===== src/rtl/aux_timer_arbiter_if.sv =====
// ---------------------------------------------------------------------------
// aux_timer_arbiter_if
// Bundles the signals that the timer arbiter uses to talk to the game-control
// requesters and to the shared aux_timer.
//   req, req_dur, cancel   requester -> arbiter (level request, duration, abort)
//   gnt, done              arbiter -> requesters (one-hot grant, expiry pulse)
//   busy, owner            arbiter status
//   timer_loadN/data/ena   arbiter -> aux_timer controls
//   timer_tc               aux_timer -> arbiter terminal count
// Modport slave is the arbiter side; modport master is the requester/timer side.
// ---------------------------------------------------------------------------
interface aux_timer_arbiter_if #(
    parameter int N_REQ = 4
) ();
    localparam int OW = (N_REQ > 1) ? $clog2(N_REQ) : 1;

    logic [N_REQ-1:0]   req;
    logic [8*N_REQ-1:0] req_dur;
    logic [N_REQ-1:0]   cancel;
    logic [N_REQ-1:0]   gnt;
    logic [N_REQ-1:0]   done;
    logic               busy;
    logic [OW-1:0]      owner;
    logic               timer_loadN;
    logic [7:0]         timer_data;
    logic               timer_ena_cnt;
    logic               timer_tc;

    modport slave (
        input  req, req_dur, cancel, timer_tc,
        output gnt, done, busy, owner, timer_loadN, timer_data, timer_ena_cnt
    );

    modport master (
        output req, req_dur, cancel, timer_tc,
        input  gnt, done, busy, owner, timer_loadN, timer_data, timer_ena_cnt
    );
endinterface


===== src/rtl/aux_timer_arbiter.sv =====
// ---------------------------------------------------------------------------
// aux_timer_arbiter
// Shares one 8-bit loadable down counter (aux_timer) among N_REQ requesters.
// A round-robin pick chooses the next owner, its duration is loaded into the
// timer, the countdown is paced by a TICK_DIV prescaler, and the owner gets a
// one-cycle done pulse when the timer reaches zero. The owner may abort its
// interval with cancel, which zeroes the shared timer without a done pulse.
// Ports:
//   clk     system clock
//   resetN  asynchronous active-low reset
//   bus     aux_timer_arbiter_if.slave (requester and aux_timer signals)
// ---------------------------------------------------------------------------
module aux_timer_arbiter #(
    parameter int N_REQ    = 4,
    parameter int TICK_DIV = 250000
) (
    input  logic                 clk,
    input  logic                 resetN,
    aux_timer_arbiter_if.slave   bus
);
    localparam int OW = (N_REQ > 1) ? $clog2(N_REQ) : 1;
    localparam int PW = (TICK_DIV > 1) ? $clog2(TICK_DIV) : 1;
    localparam logic [OW-1:0] LAST_IDX = OW'(N_REQ - 1);
    localparam logic [PW-1:0] PS_MAX   = PW'(TICK_DIV - 1);
    localparam logic [OW:0]   N_WIDE   = (OW + 1)'(N_REQ);

    typedef enum logic [2:0] {IDLE, LOAD, ARM, RUN, DONE, CLEAR} state_t;

    state_t          state_q, state_d;
    logic [OW-1:0]   owner_q, owner_d;
    logic [OW-1:0]   rrPtr_q, rrPtr_d;
    logic [7:0]      timerData_q, timerData_d;
    logic [PW-1:0]   prescaler_q, prescaler_d;

    logic [OW:0]     rrSum;
    logic [OW-1:0]   rrCand;
    logic [OW-1:0]   pickIdx;
    logic            pickValid;
    logic [OW-1:0]   nextPtr;
    logic [N_REQ-1:0] ownerHot;
    logic            tickPulse;
    logic            ownerCancel;

    // Round-robin search: first set req bit at or above rrPtr, wrapping.
    always_comb begin
        pickValid = 1'b0;
        pickIdx   = '0;
        rrSum     = '0;
        rrCand    = '0;
        for (int k = 0; k < N_REQ; k++) begin
            rrSum = {1'b0, rrPtr_q} + (OW + 1)'(k);
            if (rrSum >= N_WIDE) begin
                rrSum = rrSum - N_WIDE;
            end
            rrCand = rrSum[OW-1:0];
            if (!pickValid && bus.req[rrCand]) begin
                pickValid = 1'b1;
                pickIdx   = rrCand;
            end
        end
    end

    always_comb begin
        ownerHot          = '0;
        ownerHot[owner_q] = 1'b1;
    end

    assign nextPtr     = (owner_q == LAST_IDX) ? '0 : owner_q + 1'b1;
    assign tickPulse   = (state_q == RUN) && (prescaler_q == PS_MAX);
    assign ownerCancel = bus.cancel[owner_q];

    // Next-state logic. Cancel takes priority over tc in both ARM and RUN so
    // an abort always leaves the shared timer cleared.
    always_comb begin
        state_d     = state_q;
        owner_d     = owner_q;
        rrPtr_d     = rrPtr_q;
        timerData_d = timerData_q;
        prescaler_d = prescaler_q;
        case (state_q)
            IDLE: begin
                if (pickValid) begin
                    owner_d     = pickIdx;
                    timerData_d = bus.req_dur[int'(pickIdx)*8 +: 8];
                    state_d     = LOAD;
                end
            end
            LOAD: state_d = ARM;
            ARM: begin
                if (ownerCancel) begin
                    state_d = CLEAR;
                end else if (bus.timer_tc) begin
                    state_d = DONE;
                end else begin
                    prescaler_d = '0;
                    state_d     = RUN;
                end
            end
            RUN: begin
                prescaler_d = tickPulse ? '0 : prescaler_q + 1'b1;
                if (ownerCancel) begin
                    state_d = CLEAR;
                end else if (bus.timer_tc) begin
                    state_d = DONE;
                end
            end
            DONE, CLEAR: begin
                rrPtr_d = nextPtr;
                state_d = IDLE;
            end
            default: state_d = IDLE;
        endcase
    end

    always_ff @(posedge clk or negedge resetN) begin
        if (!resetN) begin
            state_q     <= IDLE;
            owner_q     <= '0;
            rrPtr_q     <= '0;
            timerData_q <= '0;
            prescaler_q <= '0;
        end else begin
            state_q     <= state_d;
            owner_q     <= owner_d;
            rrPtr_q     <= rrPtr_d;
            timerData_q <= timerData_d;
            prescaler_q <= prescaler_d;
        end
    end

    // Outputs decode registered state only; CLEAR forces zero onto the timer.
    assign bus.gnt           = (state_q != IDLE) ? ownerHot : '0;
    assign bus.done          = (state_q == DONE) ? ownerHot : '0;
    assign bus.busy          = (state_q != IDLE);
    assign bus.owner         = (state_q == IDLE) ? '0 : owner_q;
    assign bus.timer_loadN   = !((state_q == LOAD) || (state_q == CLEAR));
    assign bus.timer_data    = (state_q == CLEAR) ? 8'h00 : timerData_q;
    assign bus.timer_ena_cnt = tickPulse;
endmodule


===== src/flat_wrapper.sv =====
// flat-port wrapper written by rule: the top's interface ports become plain ports
module aux_timer_arbiter_flat 
#(
    parameter int N_REQ    = 4,
    parameter int TICK_DIV = 250000
)
  (clk, resetN, bus_req, bus_req_dur, bus_cancel, bus_timer_tc, bus_gnt, bus_done, bus_busy, bus_owner, bus_timer_loadN, bus_timer_data, bus_timer_ena_cnt);
  aux_timer_arbiter_if #(.N_REQ(N_REQ)) bus_i ();
  input  logic clk;
  input  logic resetN;
  input wire logic [$bits(bus_i.req)-1:0] bus_req;
  input wire logic [$bits(bus_i.req_dur)-1:0] bus_req_dur;
  input wire logic [$bits(bus_i.cancel)-1:0] bus_cancel;
  input wire logic [$bits(bus_i.timer_tc)-1:0] bus_timer_tc;
  output wire logic [$bits(bus_i.gnt)-1:0] bus_gnt;
  output wire logic [$bits(bus_i.done)-1:0] bus_done;
  output wire logic [$bits(bus_i.busy)-1:0] bus_busy;
  output wire logic [$bits(bus_i.owner)-1:0] bus_owner;
  output wire logic [$bits(bus_i.timer_loadN)-1:0] bus_timer_loadN;
  output wire logic [$bits(bus_i.timer_data)-1:0] bus_timer_data;
  output wire logic [$bits(bus_i.timer_ena_cnt)-1:0] bus_timer_ena_cnt;
  assign bus_i.req = bus_req;
  assign bus_i.req_dur = bus_req_dur;
  assign bus_i.cancel = bus_cancel;
  assign bus_i.timer_tc = bus_timer_tc;
  assign bus_gnt = bus_i.gnt;
  assign bus_done = bus_i.done;
  assign bus_busy = bus_i.busy;
  assign bus_owner = bus_i.owner;
  assign bus_timer_loadN = bus_i.timer_loadN;
  assign bus_timer_data = bus_i.timer_data;
  assign bus_timer_ena_cnt = bus_i.timer_ena_cnt;
  aux_timer_arbiter #(.N_REQ(N_REQ), .TICK_DIV(TICK_DIV)) u_core (.clk(clk), .resetN(resetN), .bus(bus_i));
endmodule

===== config.mk =====
export PLATFORM = sky130hd
export DESIGN_NAME = aux_timer_arbiter_flat
export DESIGN_NICKNAME = d
export VERILOG_FILES = /design/src/rtl/aux_timer_arbiter_if.sv /design/src/rtl/aux_timer_arbiter.sv /design/src/flat_wrapper.sv
export SDC_FILE = /design/constraint.sdc
export NUM_CORES = 1
export LEC_CHECK = 0
export BUFFER_PORTS_ARGS = -buffer_cell sky130_fd_sc_hd__buf_2
export CAP_MARGIN = 5
export CORE_UTILIZATION = 50
export CTS_CLUSTER_SIZE = 40
export DETAILED_ROUTE_END_ITERATION = 12
export PLACE_DENSITY = 0.9
export RECOVER_POWER = 50
export SKIP_CTS_REPAIR_TIMING = 1
export SYNTH_ARGS = -nofsm -noshare
export SYNTH_HDL_FRONTEND = slang
export SYNTH_SLANG_ARGS = --single-unit

===== constraint.sdc =====
create_clock -name clk -period 2 [get_ports clk]
set_clock_uncertainty 0.05 [all_clocks]
set_input_delay 0.1 -clock clk [delete_from_list [all_inputs] [get_ports clk]]
set_output_delay 0.1 -clock clk [all_outputs]
set_load 0.01 [all_outputs]

==> results of run 1 <==
-- cells in the final DEF (no fill, tap or decap), types with 2 or more instances in the layout --
cell type	synthesis	layout
buf_2	3	59
dfrtp_1	33	33
nand2_1	28	28
mux2i_1	17	17
nor2_1	15	15
o21ai_0	14	14
nand3_1	12	12
inv_1	9	9
and2_1	9	9
a21oi_1	9	9
buf_4	3	9
o221ai_1	8	8
nor2b_1	6	6
nand2b_1	6	6
clkbuf_8	0	6
and3_1	5	5
a21o_1	5	5
clkbuf_1	1	5
or3_1	4	4
ha_1	5	4
nand4_1	3	3
a22o_1	3	3
o311ai_0	3	3
and4_1	2	2
o22ai_1	2	2
a211oi_1	2	2
-- through the flow --
stage	instances	cell area (um^2)	setup slack (ns)	hold slack (ns)	setup TNS (ns)
after floorplan	233	2140	0.148	-0.246	0
after global placement	347	2560	0.115	0.145	0
after detailed placement	347	2560	0.0605	0.138	0
after CTS	355	2680	0.0176	-0.165	0
after global routing	357	2700	-0.0340	0.0424	-0.0592
final	357	2700	0.0534	0.0371	0
-- sequential cells by signal, indices dropped and copies added, names as in the netlist --
name,flops
u_core.rrPtr_q,2
u_core.owner_q,2
u_core.prescaler_q,18
u_core.state_q,3
u_core.timerData_q,8
-- worst paths after layout --
path	slack (ns)	endpoint
max in group asynchronous	1.02	u_core.prescaler_q[10]
max	0.05	bus_timer_ena_cnt
min reg2reg	0.43	u_core.timerData_q[3]
min	0.04	u_core.state_q[2]
min in group asynchronous	0.39	u_core.prescaler_q[11]
max reg2reg	0.06	u_core.prescaler_q[15]
-- synth_stat cells, types with 2 or more instances --
cell / count
a21o_1: 5
a211oi_1: 2
o22ai_1: 2
mux2i_1: 17
and3_1: 5
nor2_1: 15
and4_1: 2
inv_1: 9
o221ai_1: 8
dfrtp_1: 33
ha_1: 5
buf_4: 3
o311ai_0: 3
o41ai_1: 2
nand2b_1: 6
nand4_1: 3
nand3_1: 12
and2_1: 9
buf_2: 3
nand2_1: 28
nor2b_1: 6
a22o_1: 3
or3_1: 4
a21oi_1: 9
o21ai_0: 14
-- cell families after synthesis --
kind of cell | count (synthesis) | share of synthesized area, %
and+or+nand+nor | 105 | 27.6
DFF | 33 | 38.6
muxes | 19 | 9.54
buffers and inverters | 18 | 4.27
adders and majority gates | 5 | 2.93
AOI/OAI and AO/OA | 53 | 17.0
-- cell type report --
cell class,count,area (um^2),share of cell area [%]
clock buffers,7,86.3,3.20
well taps,50,62.6,2.32
multi-input cells,182,1240,46.2
inverters,9,33.8,1.25
flip-flops and latches,33,826,30.6
clock inverters,1,30.0,1.11
repair buffers,75,413,15.3
-- power breakdown --
part           total, mW  switching, mW  internal (mW)
sequential          1.15          0.251          0.897
clock              0.642          0.236          0.406
combinational       1.65          0.894          0.754
total               3.44           1.38           2.06
-- routing by layer --
layer | GRT usage [%] | routed length [um] | vias up
met5 | 0 | 0 | -
met4 | 7.98 | 127 | 0
met3 | 4.39 | 229 | 17
met2 | 39.8 | 2700 | 74
met1 | 30.1 | 2210 | 981
li1 | - | - | 1004
-- tightest hold or removal path, cell delays in order --
cell    delay (ns)
buf_2         0.09
nor2_2        0.06
nor2_1        0.08
==> flow_summary.ini, run 1 <==
[sta]
setup_violations = 0
fmax_mhz = 514
fin_crit_sh_pct = 97.3
worst_pin_slew_ns = 0.786
hold_viol = 0
slew_violations = 0
finalCriticalPeriod_ns = 1.95
slew_headroom_pct = 47.6

[global_route]
first_global_vias = 1812
grt_max_degree = 34
grt_pass1_wl_um = 8020
overflow = 0
grt_usage_pct = 23.5
antenna_found_initial = 0

[cts]
worstSkewPairLatency_ns = 0.29
clk_pin_slew_ns = 0.07
cts_buffers = 5
cts_tree = yes
h-tree-depth = 2
clockRootBuffer = clkbuf_8
clkSinkCount = 33
clock_path_buffers = 2

[hold_path]
worstHoldStart = bus_timer_tc
hold_depth = 3
hp-class = input port to flip-flop

[finish]
diodes = 0
utilization_pct = 66.5
finalNetCount = 354
area_growth_pct = 26.1
fill_cells = 318
drive_above_1_share_pct = 30.3

[logic_synthesis]
synth_area_mm2 = 0.00214
ys.flop_type = dfrtp_1
synth_edf_count = 0
syn-num-nets = 281
postSynthCellCount = 233
yosysTopAreaCellShare_pct = 38.6
avgSynthCellArea_um2 = 9.18
yosysWarnings = 0
ys_seq_area_share_pct = 38.6
ys_top_cells_by_area = dfrtp_1 (39%), mux2i_1 (8.0%), nand2_1 (4.9%), o21ai_0 (3.3%), o221ai_1 (3.3%)
synthArstFlopShare_pct = 100
synth-seq-cells = 33
synth_cell_types = 50
yosys.area.top_type = dfrtp_1

[critical_path]
cp_cell_sequence = ha_2, and3_2, and4b_1, nand2_1, nor2_1, buf_2
arrival_ns = 1.80
cp_max_fo = 4
worst-path-buf-inv = 1
max_stage_delay_ns = 0.40
critical_path_depth = 6
critPathSlowestCell = dfrtp_1
crit_family = simple AND/OR/NAND/NOR gates
required_ns = 1.85
crit_path_end_kind = output pin
startpoint = u_core.prescaler_q[1]
critPathKind = flip-flop to output pin
crit_path_start_kind = flip-flop
ff2ff_path_depth = 5
r2r_start = u_core.prescaler_q[1]

[routing]
drt_first_pass_iters = 5
drc_errors = 0
routed_wl_um = 5270
via_per_inst = 5.82
num_vias = 2076
drt_first_iter_violations = 107
ant_nets = 0
wl_per_cell_um = 14.8

[floorplan]
die-width_um = 67.4
initial_core_util_pct = 52.7
coreArea_mm2 = 0.00406
io-pin-count = 64
rows = 23
die_area_mm2 = 0.00454
die_h_um = 67.4

[flow_run]
maxCapViolations = 0

[outcome]
outcome = completed

[placed_design]
hpwl_um = 3910
place_congestion = 0.825
port_buffers = 63

[pwr]
fin_total_pwr_mw = 3.44
power_leakage_nw = 1.33
power.density_mw_per_mm2 = 1280
ir_worst_vdd_v = 0.000658
Note: power is estimated with default switching activity, not from simulation.
==> inputs of run 2 (changes only) <==
--- a/config.mk
+++ b/config.mk
@@ -5,12 +5,12 @@
 export SDC_FILE = /design/constraint.sdc
 export NUM_CORES = 1
 export LEC_CHECK = 0
+export ABC_AREA = 1
 export BUFFER_PORTS_ARGS = -buffer_cell sky130_fd_sc_hd__buf_2
-export CAP_MARGIN = 5
 export CORE_UTILIZATION = 50
 export CTS_CLUSTER_SIZE = 40
 export DETAILED_ROUTE_END_ITERATION = 12
-export PLACE_DENSITY = 0.9
+export PLACE_DENSITY = 0.88
 export RECOVER_POWER = 50
 export SKIP_CTS_REPAIR_TIMING = 1
 export SYNTH_ARGS = -nofsm -noshare
==> run 2 against run 1 <==
Net effect:
- largest cell class unchanged
- fmax grew 3.8%
- sequential power down 11%
- utilization decreased by 0.55 points
- worst setup slack better by 0.072 ns
- sequential share of layout area is 4.6 points lower
- synthesized area grew 20%
- critical path depth increased by 7
- final cell count up 53%
- worst hold slack worse by 0.0012 ns
- sequential cell count unchanged
- die area rose by 19%
==> flow_summary.ini, run 2 <==
[routing]
routed_wl_um = 6360
drc_errors = 0
ant_nets = 0
num_vias = 2849
wl_per_cell_um = 11.7
drt_first_iter_violations = 192
via_per_inst = 5.23
drt_first_pass_iters = 5

[floorplan]
die_h_um = 73.6
coreArea_mm2 = 0.00482
io-pin-count = 64
die-width_um = 73.6
initial_core_util_pct = 53.2
die_area_mm2 = 0.00542
rows = 25

[critical_path]
crit_family = simple AND/OR/NAND/NOR gates
cpMostUsedCell = nand2_1
arrival_ns = 2.05
required_ns = 2.18
max_stage_delay_ns = 0.39
crit_path_start_kind = flip-flop
cp_max_fo = 14
cp_cell_sequence = buf_12, inv_8, nand2_1, nand3_1, nand2_2, inv_2, nand3_2, buf_12, nand4_1, nand3_1, nand2_1, nand2_1, nand2_1
worst-path-buf-inv = 4
critPathSlowestCell = dfrtp_1
crit_path_end_kind = flip-flop
critPathKind = flip-flop to flip-flop

[pwr]
power_leakage_nw = 1.85
power.density_mw_per_mm2 = 1510
ir_worst_vdd_v = 0.000854
fin_total_pwr_mw = 4.79

[logic_synthesis]
synth-seq-cells = 33
yosysWarnings = 0
yosys.area.top_type = dfrtp_1
postSynthCellCount = 400
yosys.area_share.simple_pct = 42.2
avgSynthCellArea_um2 = 6.41
synth_mux_area_share_pct = 0
syn-num-nets = 448
synth_edf_count = 0
yosysMostFrequentCell = nand2_1
synth_compound_area_share_pct = 7.17
ys.flop_type = dfrtp_1
synth_top_family_by_area = simple AND/OR/NAND/NOR gates
synthArstFlopShare_pct = 100
synth_xor_area_share_pct = 1.37
synth_cell_types = 35
netlist_top_cells_count = nand2_1 (125), inv_1 (78), nand3_1 (36)
synth_area_mm2 = 0.00256
ys_seq_area_share_pct = 32.2
yosysTopAreaCellShare_pct = 32.2
synthAdderAreaFrac_pct = 2.44
ys_top_cells_by_area = dfrtp_1 (32%), nand2_1 (18%), inv_1 (11%), nand3_1 (7.0%), nor2_1 (4.7%)

[sta]
slew_headroom_pct = 45.2
holdWs_ns = 0.0359
fin_crit_sh_pct = 93.7
setup_violations = 0
finalCriticalPeriod_ns = 1.87
fmax_mhz = 533
hold_viol = 0
worst_pin_slew_ns = 0.822
slew_violations = 0

[placed_design]
hpwl_um = 4760
port_buffers = 63
place_congestion = 0.845

[outcome]
outcome = completed

[finish]
final_common_cell = nand2_1
fill_cells = 447
regMostFlops = u_core.prescaler_q
finalNetCount = 527
multiInputGateArea_mm2 = 0.00139
diodes = 0
final_cell_mix = nand2_1 (125), inv_1 (77), buf_2 (61), nand3_1 (36), dfrtp_1 (32)
drive_above_1_share_pct = 22.4
area_growth_pct = 23.8
top_regs = u_core.prescaler_q: 18 flops, u_core.timerData_q: 8 flops, u_core.state_q: 3 flops
largest_reg_flops = 18
regArea_um2 = 827

[cts]
clk_pin_slew_ns = 0.07
clockRootBuffer = clkbuf_8
clock_path_buffers = 2
h-tree-depth = 2
cts_tree = yes
worstSkewPairLatency_ns = 0.29
cts_buffers = 5
clkSinkCount = 33

[global_route]
first_global_vias = 2573
antenna_found_initial = 0
grt_pass1_wl_um = 10700
grt_usage_pct = 25.3
overflow = 0
grt_max_degree = 34

[flow_run]
maxCapViolations = 0

[hold_path]
hp-class = input port to flip-flop
## run 2: cell count changes in the layout (fill, tap and decap cells not counted), moves of 6 or more
cell,delta
nor2_1,+16
nor2b_1,-6
nand2b_1,-6
mux2i_1,-17
nand2_1,+97
inv_2,+6
nand3_1,+24
and2_1,-9
o221ai_1,-8
nor3_1,+6
inv_1,+68
nand4_1,+15
## run 2: tightest hold or removal path, delay by kind of cell
kind            cells  cell delay [ns]
compound gates      1             0.05
buf+inv             1             0.10
simple gates        1             0.08
## run 2: kinds of logic after synthesis
logic type / count (synthesis)
DFF: 33
AOI/OAI and AO/OA: 30
buffers and inverters: 92
xor gates and xnor gates: 4
and+or+nand+nor: 236
adders and majority gates: 5
## run 2: power by group
group | leakage, nW | internal [mW] | switching [mW] | total (mW)
Sequential | 0.434 | 0.868 | 0.148 | 1.02
Combinational | 1.37 | 1.22 | 2.09 | 3.31
Clock | 0.0399 | 0.228 | 0.234 | 0.463
## run 2: routing by layer
metal | track usage [%] | vias up | wire [um]
li1 | - | 1406 | -
met1 | 31.7 | 1327 | 2820
met2 | 44.2 | 105 | 3070
met3 | 4.66 | 11 | 384
met4 | 7.26 | 0 | 83
met5 | 0 | - | 0
## run 2: layout make-up
class,instances,share of cell area (%)
timing repair buffer,78,14.7
clock inverter,1,0.158
clock buffer,5,2.17
sequential,33,26.1
tap,67,2.64
multi-input combinational,276,43.9
inverter,85,10.4
## run 2: worst paths after layout
check,cells after the start,slack (ns),to,from
min reg2reg,2,0.44,u_core.timerData_q[3],u_core.timerData_q[3]
min in group asynchronous,2,0.38,u_core.prescaler_q[1],resetN
max,13,0.13,u_core.timerData_q[4],u_core.rrPtr_q[0]
max in group asynchronous,2,0.94,u_core.owner_q[0],resetN
max reg2reg,13,0.13,u_core.timerData_q[4],u_core.rrPtr_q[0]
min,3,0.04,u_core.state_q[2],bus_timer_tc
## run 2: per-stage QoR
stage / instance area [um^2] / instances / utilization [%] / setup TNS, ns / setup slack, ns
after floorplan: 2560 / 400 / - / 0 / 0.267
after global placement: 3050 / 536 / 63.3 / 0 / 0.176
after detailed placement: 3050 / 536 / 63.3 / 0 / 0.0988
after CTS: 3120 / 542 / 64.9 / 0 / 0.0929
after global routing: 3170 / 545 / 65.9 / -0.0235 / -0.0149
final: 3170 / 545 / 65.9 / 0 / 0.125
